File: src/rtl/debug_trace_if.sv
// Configuration bus for debug_trace: per-channel select/mode/stretch plus update and clear strobes.
// Master drives the fields; the trace block samples them on cfg_update.
interface debug_trace_if #(
  parameter int N_GPIO    = 4,
  parameter int STRETCH_W = 16
);
  logic [N_GPIO-1:0][7:0]           cfg_type;
  logic [N_GPIO-1:0][55:0]          cfg_value;
  logic [N_GPIO-1:0][1:0]           cfg_mode;
  logic [N_GPIO-1:0][STRETCH_W-1:0] cfg_stretch;
  logic                             cfg_update;
  logic                             clear;

  modport master (
    output cfg_type, cfg_value, cfg_mode, cfg_stretch, cfg_update, clear
  );

  modport slave (
    input cfg_type, cfg_value, cfg_mode, cfg_stretch, cfg_update, clear
  );
endinterface

File: src/rtl/debug_trace.sv
// Debug GPIO generator: per channel, select an internal signal and shape it (level/pulse/toggle/latch).
// Latency 2 cycles input->pin; no backpressure, status inputs are sampled every cycle.
module debug_trace #(
  parameter int DEPTH     = 249,
  parameter int N_GPIO    = 4,
  parameter int STRETCH_W = 16
) (
  input  logic              i_clk,
  input  logic              i_rst_n,
  debug_trace_if.slave      i_cfg,
  input  logic [7:0]        i_time_cnt,
  input  logic [55:0]       i_sys_time,
  input  logic [DEPTH-1:0]  i_pwm_out,
  input  logic              i_thermo,
  input  logic              i_force_fan,
  input  logic              i_sync,
  input  logic              i_stm_segment,
  input  logic              i_mod_segment,
  input  logic [12:0]       i_stm_idx,
  input  logic [14:0]       i_mod_idx,
  input  logic [12:0]       i_stm_cycle,
  output logic [N_GPIO-1:0] o_gpio_out
);

  localparam logic [7:0] DBG_NONE        = 8'h00;
  localparam logic [7:0] DBG_BASE_SIG    = 8'h01;
  localparam logic [7:0] DBG_THERMO      = 8'h02;
  localparam logic [7:0] DBG_FORCE_FAN   = 8'h03;
  localparam logic [7:0] DBG_SYNC        = 8'h10;
  localparam logic [7:0] DBG_MOD_SEGMENT = 8'h20;
  localparam logic [7:0] DBG_MOD_IDX     = 8'h21;
  localparam logic [7:0] DBG_STM_SEGMENT = 8'h50;
  localparam logic [7:0] DBG_STM_IDX     = 8'h51;
  localparam logic [7:0] DBG_IS_STM_MODE = 8'h52;
  localparam logic [7:0] DBG_SYS_TIME_EQ = 8'h60;
  localparam logic [7:0] DBG_PWM_OUT     = 8'hE0;
  localparam logic [7:0] DBG_DIRECT      = 8'hF0;

  localparam logic [1:0] MODE_LEVEL  = 2'd0;
  localparam logic [1:0] MODE_PULSE  = 2'd1;
  localparam logic [1:0] MODE_TOGGLE = 2'd2;
  localparam logic [1:0] MODE_LATCH  = 2'd3;

  // Zero-extended so an out-of-range PWM index can never select a real output.
  logic [255:0] w_pwm_ext;
  logic         w_unused;
  assign w_pwm_ext = 256'(i_pwm_out);
  assign w_unused  = ^{i_sys_time[7:0], i_time_cnt[6:0]};

  for (genvar g = 0; g < N_GPIO; g++) begin : g_ch
    logic [7:0]           r_type;
    logic [55:0]          r_value;
    logic [1:0]           r_mode;
    logic [STRETCH_W-1:0] r_stretch;
    logic [STRETCH_W-1:0] r_cnt;
    logic                 r_raw, r_prev, r_raw_vld, r_armed;
    logic                 r_tog, r_latch, r_out;

    logic                 w_raw, w_rise;
    logic [STRETCH_W-1:0] w_cnt_nxt;
    logic                 w_pulse_nxt, w_tog_nxt, w_latch_nxt, w_out_nxt;

    always_comb begin
      w_raw = 1'b0;
      case (r_type)
        DBG_NONE:        w_raw = 1'b0;
        DBG_BASE_SIG:    w_raw = ~i_time_cnt[7];
        DBG_THERMO:      w_raw = i_thermo;
        DBG_FORCE_FAN:   w_raw = i_force_fan;
        DBG_SYNC:        w_raw = i_sync;
        DBG_MOD_SEGMENT: w_raw = i_mod_segment;
        DBG_STM_SEGMENT: w_raw = i_stm_segment;
        DBG_MOD_IDX:     w_raw = (i_mod_idx == r_value[14:0]);
        DBG_STM_IDX:     w_raw = (i_stm_idx == r_value[12:0]);
        DBG_IS_STM_MODE: w_raw = (i_stm_cycle != 13'd0);
        DBG_SYS_TIME_EQ: w_raw = (i_sys_time[55:8] == r_value[55:8]);
        DBG_PWM_OUT:     w_raw = (int'(r_value[7:0]) < DEPTH) ? w_pwm_ext[r_value[7:0]] : 1'b0;
        DBG_DIRECT:      w_raw = r_value[0];
        default:         w_raw = 1'b0;
      endcase
    end

    // r_armed stays low through the first cycle that r_raw holds a real sample.
    always_comb begin
      w_rise      = r_armed & r_raw & ~r_prev;
      w_cnt_nxt   = r_cnt;
      w_pulse_nxt = 1'b0;
      w_tog_nxt   = r_tog;
      w_latch_nxt = r_latch;

      if (w_rise) begin
        w_cnt_nxt   = r_stretch;
        w_pulse_nxt = 1'b1;
      end else if (i_cfg.clear) begin
        w_cnt_nxt   = '0;
      end else if (r_cnt != '0) begin
        w_cnt_nxt   = r_cnt - STRETCH_W'(1);
        w_pulse_nxt = 1'b1;
      end

      if (w_rise)           w_tog_nxt = i_cfg.clear ? 1'b1 : ~r_tog;
      else if (i_cfg.clear) w_tog_nxt = 1'b0;

      if (w_rise)           w_latch_nxt = 1'b1;
      else if (i_cfg.clear) w_latch_nxt = 1'b0;

      case (r_mode)
        MODE_LEVEL:  w_out_nxt = r_raw;
        MODE_PULSE:  w_out_nxt = w_pulse_nxt;
        MODE_TOGGLE: w_out_nxt = w_tog_nxt;
        MODE_LATCH:  w_out_nxt = w_latch_nxt;
        default:     w_out_nxt = 1'b0;
      endcase
    end

    always_ff @(posedge i_clk) begin
      if (!i_rst_n) begin
        r_type    <= DBG_NONE;
        r_value   <= '0;
        r_mode    <= MODE_LEVEL;
        r_stretch <= '0;
        r_cnt     <= '0;
        r_raw     <= 1'b0;
        r_prev    <= 1'b0;
        r_raw_vld <= 1'b0;
        r_armed   <= 1'b0;
        r_tog     <= 1'b0;
        r_latch   <= 1'b0;
        r_out     <= 1'b0;
      end else if (i_cfg.cfg_update) begin
        r_type    <= i_cfg.cfg_type[g];
        r_value   <= i_cfg.cfg_value[g];
        r_mode    <= i_cfg.cfg_mode[g];
        r_stretch <= i_cfg.cfg_stretch[g];
        r_cnt     <= '0;
        r_raw     <= 1'b0;
        r_prev    <= 1'b0;
        r_raw_vld <= 1'b0;
        r_armed   <= 1'b0;
        r_tog     <= 1'b0;
        r_latch   <= 1'b0;
        r_out     <= 1'b0;
      end else begin
        r_raw     <= w_raw;
        r_prev    <= r_raw;
        r_raw_vld <= 1'b1;
        r_armed   <= r_raw_vld;
        r_cnt     <= w_cnt_nxt;
        r_tog     <= w_tog_nxt;
        r_latch   <= w_latch_nxt;
        r_out     <= w_out_nxt;
      end
    end

    assign o_gpio_out[g] = r_out;
  end

endmodule

File: src/flat_wrapper.sv
// flat-port wrapper written by rule: the top's interface ports become plain ports
module debug_trace_flat 
#(
  parameter int DEPTH     = 249,
  parameter int N_GPIO    = 4,
  parameter int STRETCH_W = 16
)
  (i_clk, i_rst_n, i_time_cnt, i_sys_time, i_pwm_out, i_thermo, i_force_fan, i_sync, i_stm_segment, i_mod_segment, i_stm_idx, i_mod_idx, i_stm_cycle, o_gpio_out, i_cfg_cfg_type, i_cfg_cfg_value, i_cfg_cfg_mode, i_cfg_cfg_stretch, i_cfg_cfg_update, i_cfg_clear);
  debug_trace_if #(.N_GPIO(N_GPIO), .STRETCH_W(STRETCH_W)) i_cfg_i ();
  input  logic i_clk;
  input  logic i_rst_n;
  input  logic [7:0] i_time_cnt;
  input  logic [55:0] i_sys_time;
  input  logic [DEPTH-1:0] i_pwm_out;
  input  logic i_thermo;
  input  logic i_force_fan;
  input  logic i_sync;
  input  logic i_stm_segment;
  input  logic i_mod_segment;
  input  logic [12:0] i_stm_idx;
  input  logic [14:0] i_mod_idx;
  input  logic [12:0] i_stm_cycle;
  output logic [N_GPIO-1:0] o_gpio_out;
  input wire logic [$bits(i_cfg_i.cfg_type)-1:0] i_cfg_cfg_type;
  input wire logic [$bits(i_cfg_i.cfg_value)-1:0] i_cfg_cfg_value;
  input wire logic [$bits(i_cfg_i.cfg_mode)-1:0] i_cfg_cfg_mode;
  input wire logic [$bits(i_cfg_i.cfg_stretch)-1:0] i_cfg_cfg_stretch;
  input wire logic [$bits(i_cfg_i.cfg_update)-1:0] i_cfg_cfg_update;
  input wire logic [$bits(i_cfg_i.clear)-1:0] i_cfg_clear;
  assign i_cfg_i.cfg_type = i_cfg_cfg_type;
  assign i_cfg_i.cfg_value = i_cfg_cfg_value;
  assign i_cfg_i.cfg_mode = i_cfg_cfg_mode;
  assign i_cfg_i.cfg_stretch = i_cfg_cfg_stretch;
  assign i_cfg_i.cfg_update = i_cfg_cfg_update;
  assign i_cfg_i.clear = i_cfg_clear;
  debug_trace #(.DEPTH(DEPTH), .N_GPIO(N_GPIO), .STRETCH_W(STRETCH_W)) u_core (.i_clk(i_clk), .i_rst_n(i_rst_n), .i_cfg(i_cfg_i), .i_time_cnt(i_time_cnt), .i_sys_time(i_sys_time), .i_pwm_out(i_pwm_out), .i_thermo(i_thermo), .i_force_fan(i_force_fan), .i_sync(i_sync), .i_stm_segment(i_stm_segment), .i_mod_segment(i_mod_segment), .i_stm_idx(i_stm_idx), .i_mod_idx(i_mod_idx), .i_stm_cycle(i_stm_cycle), .o_gpio_out(o_gpio_out));
endmodule
File: config.mk
export PLATFORM = sky130hd
export DESIGN_NAME = debug_trace_flat
export DESIGN_NICKNAME = d
export VERILOG_FILES = /design/src/rtl/debug_trace_if.sv /design/src/rtl/debug_trace.sv /design/src/flat_wrapper.sv
export SDC_FILE = /design/constraint.sdc
export NUM_CORES = 1
export LEC_CHECK = 0
export ABC_AREA = 1
export CAP_MARGIN = 20
export CORE_ASPECT_RATIO = 1.2
export CORE_MARGIN = 10
export CORE_UTILIZATION = 40
export CTS_CLUSTER_SIZE = 20
export DETAILED_ROUTE_END_ITERATION = 8
export DONT_BUFFER_PORTS = 1
export HOLD_SLACK_MARGIN = 0.02
export PLACE_DENSITY_LB_ADDON = 0.12
export SLEW_MARGIN = 20
export SYNTH_ARGS = -nofsm -noshare
export SYNTH_HDL_FRONTEND = slang
export SYNTH_SLANG_ARGS = --single-unit
File: constraint.sdc
create_clock -name i_clk -period 2.3 [get_ports i_clk]
set_input_delay 0.46 -clock i_clk [delete_from_list [all_inputs] [get_ports i_clk]]
set_output_delay 0.46 -clock i_clk [all_outputs]
set_load 0.05 [all_outputs]
Word-level counts from Yosys, hierarchy flattened
Cells that the tools add are included.
Widths: inputs -> output; s select.
{"block": "op_classes", "bitwise_logic": 18, "reduce_logical": 14, "add_sub_neg": 4, "n_eq_ne": 72, "muxes": 65, "magnitude_cmp": 8}
{"cell": "$eq 48x48->1", "count": 4}
{"cell": "$mux 16", "count": 12}
{"cell": "$eq 8x7->1 const B", "count": 16}
{"cell": "$eq 8x2->1 const B", "count": 8}
{"cell": "$eq 8x6->1 const B", "count": 8}
{"cell": "$eq 8x8->1 const B", "count": 8}
{"cell": "$reduce_bool 16->1", "count": 4}
{"cell": "$sub 16x1->16 const B", "count": 4}
{"cell": "$eq 15x15->1", "count": 4}
{"cell": "$eq 13x13->1", "count": 4}
{"cell": "$pmux 1 s12", "count": 4}
{"cell": "$mux 1", "count": 41}
{"cell": "$lt 8x9->1 const B", "count": 4}
{"cell": "$bmux 1 s8", "count": 4}
{"cell": "$eq 8x1->1 const B", "count": 4}
{"cell": "$eq 8x5->1 const B", "count": 4}
{"cell": "$lt 8x8->1 const B", "count": 4}
{"cell": "$eq 2x2->1 const B", "count": 8}
{"cell": "$pmux 1 s4", "count": 4}
{"cell": "$reduce_bool 13->1", "count": 1}
{"cell": "$reduce_bool 3->1", "count": 4}
{"cell": "$not 1->1", "count": 10}
{"cell": "$and 1x1->1", "count": 8}
{"cell": "$eq 2x1->1 const B", "count": 4}
{"cell": "2 further kinds", "count": 5}
{"block": "word_totals", "output_inout_bits": 4, "word_cells": 223, "ff_bits": 414, "inputBits": 691}

Logic depth before layout (Yosys ltp)
Gate-level depths: netlist of the first run.
{"block": "depth", "ltp_word": 5, "ltp_mapped": 16, "ltp_nobuf": 14}

Worst setup path before layout of the first run
OpenSTA, ideal clock, no wires.
{"block": "synth_path", "kind": "flip-flop to flip-flop", "startpoint": "register u_core.g_ch[1].r_cnt[0]", "endpoint": "register u_core.g_ch[1].r_cnt[3]", "t_arrival_ns": 1.648, "t_required_ns": 2.178, "setup_time_ns": 0.122, "setup_slack_ns": 0.531, "path_buffers": 1, "stages_incl_launch_ff": 12, "synth_period_minus_slack_ns": 1.769, "path_cell_list": "dfxtp_1 -> inv_1 -> ha_1 -> inv_1 -> nor3_2 -> and3_1 -> nand4_1 -> nor3_2 -> nand2_1 -> nand2_1 -> buf_4 -> nor2_1"}
{"block": "synth_via", "elab_chain_len": 4, "elab_cells_between_ends": 6, "cone_classes": "1 x add/sub; 3 x mux; 2 x reduce/logical"}
{"element": "start: declaration", "line_no": "debug_trace.sv:55", "source": "logic [STRETCH_W-1:0] r_cnt;"}
{"element": "start signal: assignment", "line_no": "debug_trace.sv:148", "source": "r_cnt <= w_cnt_nxt;"}
{"element": "$sub 16x1->16", "line_no": "debug_trace.sv:97", "source": "w_cnt_nxt = r_cnt - STRETCH_W'(1);"}
{"element": "$mux 16", "line_no": "debug_trace.sv:96", "source": "end else if (r_cnt != '0) begin"}
{"element": "$mux 16", "line_no": "debug_trace.sv:94", "source": "end else if (i_cfg.clear) begin"}
{"element": "$mux 16", "line_no": "debug_trace.sv:91", "source": "if (w_rise) begin"}
Several ways; a longest one is shown, not always the timed one. The select of a mux whose other input is x is not followed.
A chain may end at the register's enable or synchronous reset.

Worst setup path after layout of the first run
{"block": "layout_path", "startpoint": "register u_core.g_ch[1].r_value[0]", "endpoint": "register u_core.g_ch[1].r_raw"}
{"block": "layout_via", "elab_chain_len": 4, "elab_cells_between_ends": 7, "cone_classes": "1 x order compare; 2 x eq/ne; 4 x mux"}
{"element": "start: declaration", "line_no": "debug_trace.sv:52", "source": "logic [55:0] r_value;"}
{"element": "start signal: assignment", "line_no": "debug_trace.sv:132", "source": "r_value <= i_cfg.cfg_value[g];"}
{"element": "$bmux 1 s8", "line_no": "debug_trace.sv:77", "source": "DBG_PWM_OUT: w_raw = (int'(r_value[7:0]) < DEPTH) ? w_pwm_ext[r_value[7:0]] : 1'b0;"}
{"element": "$mux 1 (implied by the code)", "line_no": "debug_trace.sv:77"}
{"element": "$mux 1", "line_no": "debug_trace.sv:77"}
{"element": "$pmux 1 s12 (*)", "line_no": "debug_trace.sv:65", "source": "case (r_type)"}
{"element": "end signal: assignment", "line_no": "debug_trace.sv:144", "source": "r_raw <= w_raw;"}
{"element": "end: declaration", "line_no": "debug_trace.sv:56", "source": "logic r_raw, r_prev, r_raw_vld, r_armed;"}
Every way passes the cells marked *; elsewhere a longest branch is shown, timed or not. The select of a mux whose other input is x is not followed.

==> flow_metrics.env, run 1 <==
export IMPL_final_net_count=5840
export IMPL_tightest_slew_ns=0.6089
export IMPL_synth_edf_count=0
export IMPL_pre_cts_slack_ns=-0.1271
export IMPL_synth_top_family_by_area="simple AND/OR/NAND/NOR gates"
export IMPL_synth_most_common_cell="nand2_1"
export IMPL_hold_viol=0
export IMPL_track_usage_pct=33.19
export IMPL_syn_to_final_growth_pct=14.65
export IMPL_dpl_hpwl_um=117100
export IMPL_seq_area_mm2=0.008308
export IMPL_final_period_utilization_pct=97.96
export IMPL_muxShareOfSynthArea_pct=0
export IMPL_synth_ff_type="dfxtp_1"
export IMPL_worstSetupPathType="register to register"
export IMPL_slew_headroom_pct=59.03
export IMPL_async_flop_share_pct=0
export IMPL_netlist_area_mm2=0.03068
export IMPL_syn_inst=5150
export IMPL_synth_nets=5845
export IMPL_ant_nets=0
export IMPL_io_buffers=0
export IMPL_grt_pass1_vias=33604
export IMPL_yosys_area_share_simple_pct=36.59
export IMPL_ys_seq_area_share_pct=27.01
export IMPL_syn_avg_cell_area_um2=5.957
export IMPL_fin_skew_ns=0.03363
export IMPL_synth_compound_area_share_pct=18.21
export IMPL_min_to="u_core.g_ch[3].r_value[27]"
export IMPL_synth_common_cells="1186 x nand2_1, 674 x nand3_1, 617 x nor2_1"
export IMPL_slew_viol_final=0
export IMPL_cts_sinks=414
export IMPL_yosysUniqueCellTypes=53
export IMPL_power_internal_uw=14350
export IMPL_maxCapViolCount=0
export IMPL_ys_ff_latch=414
export IMPL_cp_max_fo=45
export IMPL_cts_tree="yes"
export IMPL_drt_iter0_markers=3447
export IMPL_cts_root_buf="clkbuf_16"
export IMPL_synth_top_area_share_pct=27.01
export IMPL_synth_warnings=0
export IMPL_grt_max_degree=330
export IMPL_clock_fmax_mhz=443.8
export IMPL_cts_path_max_buffers=3
export IMPL_total_power_uw=22100
export IMPL_crit_family="simple AND/OR/NAND/NOR gates"
export IMPL_clock_latency_ns=0.59
export IMPL_p_sw_share_pct=35.08
export IMPL_yosys_area_top_type="dfxtp_1"
export IMPL_drt_pass1_iter_count=8
export IMPL_peakVddDrop_mv=0.7033
export IMPL_placedCellCount=5964
export IMPL_required_ns=2.81
export IMPL_start_util_pct=40.24
export IMPL_grt_overflow_total=0
export IMPL_place_congestion=0.9778
export IMPL_outcome="complete, no violations"
export IMPL_fin_ws_ns=0.04692
export IMPL_power_density_mw_per_mm2=628.2
export IMPL_path_buf_inv=2
export IMPL_nFillCells=8142
export IMPL_setup_viol=0
export IMPL_rsz0062_at_grt="no"
export IMPL_hold_depth=2
export IMPL_placementRows=111
export IMPL_io_pins=695
export IMPL_htreeDepth=2
export IMPL_r2r_end="u_core.g_ch[1].r_raw"
export IMPL_post_route_min_period_ns=2.253
export IMPL_reg2reg_depth=14
export IMPL_endpoint_kind="register"
export IMPL_grt_pass1_wl_um=222100
export IMPL_pwr_share_seq_pct=37.1
export IMPL_synthXorXnorAreaFrac_pct=6.766
export IMPL_drc=0
export IMPL_start_kind="register"
export IMPL_antenna_found_initial=46
export IMPL_crit_chain="buf_12 -> buf_12 -> a21oi_1 -> o21ai_0 -> nand3_1 -> nand3_1 -> nand3_1 -> nand3_1 -> nand2_1 -> nand2_1 -> nand2_1 -> nand2_1 -> nand3_1 -> a21oi_2"
export IMPL_cp_slowest_cell="dfxtp_4"
export IMPL_clkTransAtPathRegs_ns=0.07
export IMPL_multi_input_area_mm2=0.01899
export IMPL_slowest_delay_ns=0.44
export IMPL_timing_rr_start="u_core.g_ch[1].r_value[0]"
export IMPL_switchingPower_uw=7751
export IMPL_coreArea_mm2=0.07625
export IMPL_worstPathArrival_ns=2.76
export IMPL_reg2reg_slack_ns=0.05
export IMPL_synth_area_leaders="dfxtp_1 27%, nand2_1 15%, nand3_1 11%"
export IMPL_wirelength_um=154600
export IMPL_hold_start="i_cfg_cfg_value[195]"
export IMPL_drive_gt1_share_pct=5.523
export IMPL_die_y_um=323.4
export IMPL_pwr_share_clk_pct=32.6
export IMPL_die_width_um=272.8
export IMPL_vias_per_cell=5.753
export IMPL_worstHoldPathType="input pin to register"
export IMPL_stdcell_count=6209
export IMPL_post_synth_fa_ha_maj_area_fraction_pct=0.1631
export IMPL_die_area_mm2=0.08822
export IMPL_cp_common_cell="nand3_1"
export IMPL_wl_per_cell_um=24.90
export IMPL_share_comb_of_total_power_pct=30.3
export IMPL_cts_made_buffers=43
export IMPL_via_count=35722
export IMPL_p_leak_uw=0.01551
power by group through the flow:
stage                     clock network, µW  logic [µW]  registers (µW)
after floorplan                           0        4620            8160
after global placement                    0        6270            8340
after detailed placement                  0        6320            8350
after CTS                              7350        6570            8190
after global routing                   7630        7370            8260
final                                  7200        6700            8200
cells in the final DEF (no fill, tap or decap), types with 7 or more instances in the layout:
master,instances
clkbuf_8,11
clkinv_2,7
inv_2,10
dfxtp_1,406
a211oi_1,8
o22ai_1,43
nand2_1,1186
a21o_1,8
xnor2_1,112
nor3_2,8
clkbuf_1,11
diode_2,14
a22o_1,7
nor4_1,54
a31oi_1,14
nor3_1,27
dlygate4sd3_1,153
inv_1,433
o21ai_1,7
o211ai_1,90
clkinv_1,10
a21oi_1,320
clkbuf_16,44
nand3_1,671
nor2_2,7
o21ai_0,495
buf_12,51
xor2_1,125
buf_4,113
nor2_1,614
nand4_1,55
routing by layer:
| layer | track usage, % | wire length (µm) | up-vias |
|---|---|---|---|
| li1 | - | - | 16942 |
| met1 | 37.26 | 56970 | 16516 |
| met2 | 56.15 | 72560 | 1758 |
| met3 | 9.951 | 16040 | 454 |
| met4 | 17.14 | 8669 | 52 |
| met5 | 0 | 338 | - |
state kept, by name (all words and copies together) (netlist names), 4 cells and up:
| register | flops |
|---|---|
| u_core.g_ch.r_value | 224 |
| u_core.g_ch.r_cnt | 64 |
| u_core.g_ch.r_stretch | 64 |
| u_core.g_ch.r_type | 32 |
| u_core.g_ch.r_mode | 8 |
| u_core.g_ch.r_latch | 4 |
| u_core.g_ch.r_out | 4 |
| u_core.g_ch.r_prev | 4 |
| u_core.g_ch.r_raw | 4 |
| u_core.g_ch.r_tog | 4 |
worst register-to-register path: stages (launching register included):
cell and delay [ns]:
dfxtp_4 0.44, buf_12 0.18, buf_12 0.21, a21oi_1 0.10, o21ai_0 0.08, nand3_1 0.12, nand3_1 0.10, nand3_1 0.13
nand3_1 0.10, nand2_1 0.08, nand2_1 0.07, nand2_1 0.13, nand2_1 0.09, nand3_1 0.18, a21oi_2 0.17
logic make-up (layout without fill, tap and decap cells):
logic type	Yosys count	after routing
DFF	414	414
and+or+nand+nor	2648	2648
buffers and inverters	824	852
adders and majority gates	4	4
other	0	14
xor gates and xnor gates	237	237
AOI/OAI and AO/OA	1023	1023
through the flow:
stage | area [µm²] | util (%) | TNS [ns] | hold slack [ns]
2_1_floorplan | 30680 | - | 0 | 0.3936
4_1_cts | 35100 | 46.04 | 0 | 0.02015
3_3_place_gp | 32130 | 42.14 | -0.1205 | 0.3948
5_1_grt | 35160 | 46.11 | 0 | 0.02975
6_report | 35180 | 46.13 | 0 | 0.03428
3_5_place_dp | 32130 | 42.14 | -0.1271 | 0.4031
worst max path at each step:
stage / to / slack, ns / start / cells after the start
6_report: u_core.g_ch[1].r_raw / 0.05 / u_core.g_ch[1].r_value[0] / 14
2_1_floorplan: u_core.g_ch[1].r_cnt[3] / 0.53 / u_core.g_ch[1].r_cnt[0] / 11
3_5_place_dp: u_core.g_ch[0].r_raw / -0.13 / u_core.g_ch[0].r_type[2] / 10
5_1_grt: u_core.g_ch[2].r_raw / 0.006 / u_core.g_ch[2].r_value[1] / 13
3_3_place_gp: u_core.g_ch[0].r_raw / -0.12 / u_core.g_ch[0].r_type[2] / 10
4_1_cts: u_core.g_ch[0].r_raw / 0.03 / u_core.g_ch[0].r_type[2] / 10
cell type report:
type | instances | share of cell area, %
timing repair buffer | 319 | 9.732
clock inverter | 12 | 0.3913
clock buffer | 66 | 3.678
sequential | 414 | 23.62
multi-input combinational | 3912 | 53.98
inverter | 455 | 4.880
antenna | 14 | 0.09960
tap | 1017 | 3.618
repair_timing:
item	in CTS	in global routing
endpoints found under the hold margin	153	0
buffers inserted	0	0
pin swaps	0	0
gates resized for setup	1	9
hold buffers	153	0
endpoints found under the setup margin	1	6
(Power assumes the default switching activity.)
==> run 2, diff against run 1 <==
--- a/config.mk
+++ b/config.mk
@@ -5,7 +5,6 @@
 export SDC_FILE = /design/constraint.sdc
 export NUM_CORES = 1
 export LEC_CHECK = 0
-export ABC_AREA = 1
 export CAP_MARGIN = 20
 export CORE_ASPECT_RATIO = 1.2
 export CORE_MARGIN = 10
==> flow_metrics.env, run 2 <==
export IMPL_outcome="complete, but fails checks"
export IMPL_failed_checks="negative setup slack"
export IMPL_fin_skew_ns=0.02115
export IMPL_wl_met2_um=70510
export IMPL_slew_headroom_pct=36.07
export IMPL_hold_viol=0
export IMPL_grt_max_degree=330
export IMPL_yosysUniqueCellTypes=73
export IMPL_final_period_utilization_pct=118.6
export IMPL_worstPathArrival_ns=3.20
export IMPL_ant_nets=0
export IMPL_wirelength_um=142700
export IMPL_cts_path_max_buffers=3
export IMPL_grt_pass1_wl_um=199700
export IMPL_final_cell_mix="402 x dfxtp_1, 391 x mux2i_1, 357 x nor2b_1, 278 x buf_4, 240 x mux4_2"
export IMPL_die_y_um=316.1
export IMPL_synth_ff_type="dfxtp_1"
export IMPL_post_route_min_period_ns=2.727
export IMPL_design_area_mm2=0.03606
export IMPL_clock_latency_ns=0.59
export IMPL_tightest_slew_ns=0.9589
export IMPL_die_area_mm2=0.08434
export IMPL_start_kind="register"
export IMPL_place_congestion=0.9983
export IMPL_slowest_delay_ns=0.54
export IMPL_async_flop_share_pct=0
export IMPL_drt_pass1_iter_count=5
export IMPL_drive_gt1_share_pct=23.63
export IMPL_clock_fmax_mhz=366.7
export IMPL_grt_overflow_total=0
export IMPL_synth_common_cells="414 x dfxtp_1, 400 x mux2i_1, 358 x nor2b_1"
export IMPL_crit_chain="buf_12 -> mux4_2 -> mux4_2 -> mux4_2 -> nand2b_1 -> a221oi_2 -> a221o_1"
export IMPL_cts_made_buffers=46
export IMPL_yosys_area_top_type="dfxtp_1"
export IMPL_hold_start="i_cfg_cfg_type[0]"
export IMPL_syn_avg_cell_area_um2=10.10
export IMPL_via_count=25845
export IMPL_placementRows=108
export IMPL_htreeDepth=2
export IMPL_crit_family="multiplexers"
export IMPL_antenna_found_initial=30
export IMPL_p_leak_uw=0.01371
export IMPL_track_usage_pct=32.48
export IMPL_crit_start="u_core.g_ch[1].r_value[0]"
export IMPL_synth_warnings=0
export IMPL_cp_max_fo=5
export IMPL_syn_to_final_growth_pct=23.36
export IMPL_slew_viol_final=0
export IMPL_cts_root_buf="clkbuf_16"
export IMPL_top_register="u_core.g_ch.r_value"
export IMPL_maxCapViolCount=0
export IMPL_vias_per_cell=6.193
export IMPL_synth_most_common_cell="dfxtp_1"
export IMPL_rsz0062_at_grt="yes"
export IMPL_postLayoutCoreUtil_pct=49.79
export IMPL_final_common_cell="dfxtp_1"
export IMPL_worstSetupPathType="register to register"
export IMPL_setup_viol=3
export IMPL_path_buf_inv=1
export IMPL_wl_met3_um=14760
export IMPL_nFillCells=6713
export IMPL_synth_edf_count=0
export IMPL_cp_slowest_cell="mux4_2"
export IMPL_io_buffers=0
export IMPL_wl_per_cell_um=34.20
export IMPL_syn_inst=2895
export IMPL_drt_iter0_markers=2212
export IMPL_dpl_cell_area_mm2=0.03193
export IMPL_cts_sinks=414
export IMPL_cts_tree="yes"
export IMPL_dpl_hpwl_um=113700
export IMPL_coreArea_mm2=0.07243
export IMPL_ys_ff_latch=414
export IMPL_synth_area_leaders="dfxtp_1 28%, mux4_2 18%, mux2i_1 14%"
export IMPL_top_layer="met5"
export IMPL_total_power_uw=21860
export IMPL_reg_top3="u_core.g_ch.r_value x224, u_core.g_ch.r_cnt x64, u_core.g_ch.r_stretch x64"
export IMPL_cp_common_cell="mux4_2"
export IMPL_wl_met1_um=51220
export IMPL_start_util_pct=40.36
export IMPL_power_density_mw_per_mm2=606.1
export IMPL_hold_ws_ns=0.04459
export IMPL_timing_rr_start="u_core.g_ch[1].r_value[0]"
export IMPL_fin_ws_ns=-0.4271
export IMPL_clkTransAtPathRegs_ns=0.07
export IMPL_pre_cts_slack_ns=-0.5852
export IMPL_io_pins=695
export IMPL_required_ns=2.77
export IMPL_netlist_area_mm2=0.02923
export IMPL_synth_nets=3590
export IMPL_ys_seq_area_share_pct=28.35
export IMPL_synth_top_area_share_pct=28.35
export IMPL_peakVddDrop_mv=0.5630
export IMPL_endpoint_kind="register"
export IMPL_worstHoldPathType="input pin to register"
export IMPL_grt_pass1_vias=26499
export IMPL_die_width_um=266.8
export IMPL_final_net_count=3876
export IMPL_largest_reg_flops=224
export IMPL_drc=0
run 2: cell types whose count changed after synthesis, sizes merged, moves of 68 or more:
cell / before / now
xor2: 125 / 193
o211ai: 90 / 7
inv: 445 / 26
clkbuf: 190 / 118
o21ai: 502 / 54
a21oi: 321 / 65
mux2i: 0 / 400
nor2b: 0 / 358
buf: 179 / 111
nand2: 1187 / 93
nor2: 621 / 130
mux4: 0 / 240
nand3: 674 / 37
run 2: cell type report:
cell class	instances	area [µm²]	area share, %
Clock buffer	66	1336	3.706
Antenna cell	22	55.05	0.1527
Inverter	26	97.59	0.2706
Timing Repair Buffer	467	4498	12.47
Clock inverter	17	193.9	0.5378
Tap cell	935	1170	3.244
Multi-Input combinational cell	2226	20380	56.53
Sequential cell	414	8325	23.09
run 2: metrics by stage:
stage	instances	setup TNS (ns)
floorplan	2895	-0.1654
global placement	3890	-2.091
detailed placement	3890	-2.691
CTS	4141	-0.6681
global route	4167	-0.8371
finish	4173	-0.7056
run 2: worst paths after layout:
check | cells after the start | slack (ns) | to
max | 7 | -0.43 | u_core.g_ch[1].r_raw
min reg2reg | 1 | 0.43 | u_core.g_ch[3].r_armed
max reg2reg | 7 | -0.43 | u_core.g_ch[1].r_raw
min | 2 | 0.04 | u_core.g_ch[0].r_type[0]
run 2: timing repair:
item,4_1_cts,5_1_grt
resized for setup,86,63
endpoints found under the hold margin,141,0
hold buffers,133,0
setup endpoints to repair,14,29
pin swaps,19,24
setup buffers,36,9
gates cloned,2,2
run 2: cells by family (layout without fill, tap and decap cells):
family          after synthesis  count (layout)  share of synthesized area [%]
simple gates                898             898                          17.33
mux                         651             651                          32.61
flops                       414             414                          28.35
xor+xnor                    343             343                          10.28
compound gates              329             329                          7.542
buf+inv                     255             576                          3.685
fa+ha+maj                     5               5                         0.2055
other cells                   0              22                              0
run 2: metal layers:
layer  global-route usage, %  vias up
met2                   56.78     1416
li1                        -    11321
met4                   13.27       20
met1                   35.61    12770
met5                       0        -
met3                   11.06      318
run 2: power breakdown:
| part | internal [µW] | switching [µW] | total, µW |
|---|---|---|---|
| clock network | 4310 | 3340 | 7650 |
| logic | 3280 | 2830 | 6110 |
| registers | 7630 | 472 | 8100 |
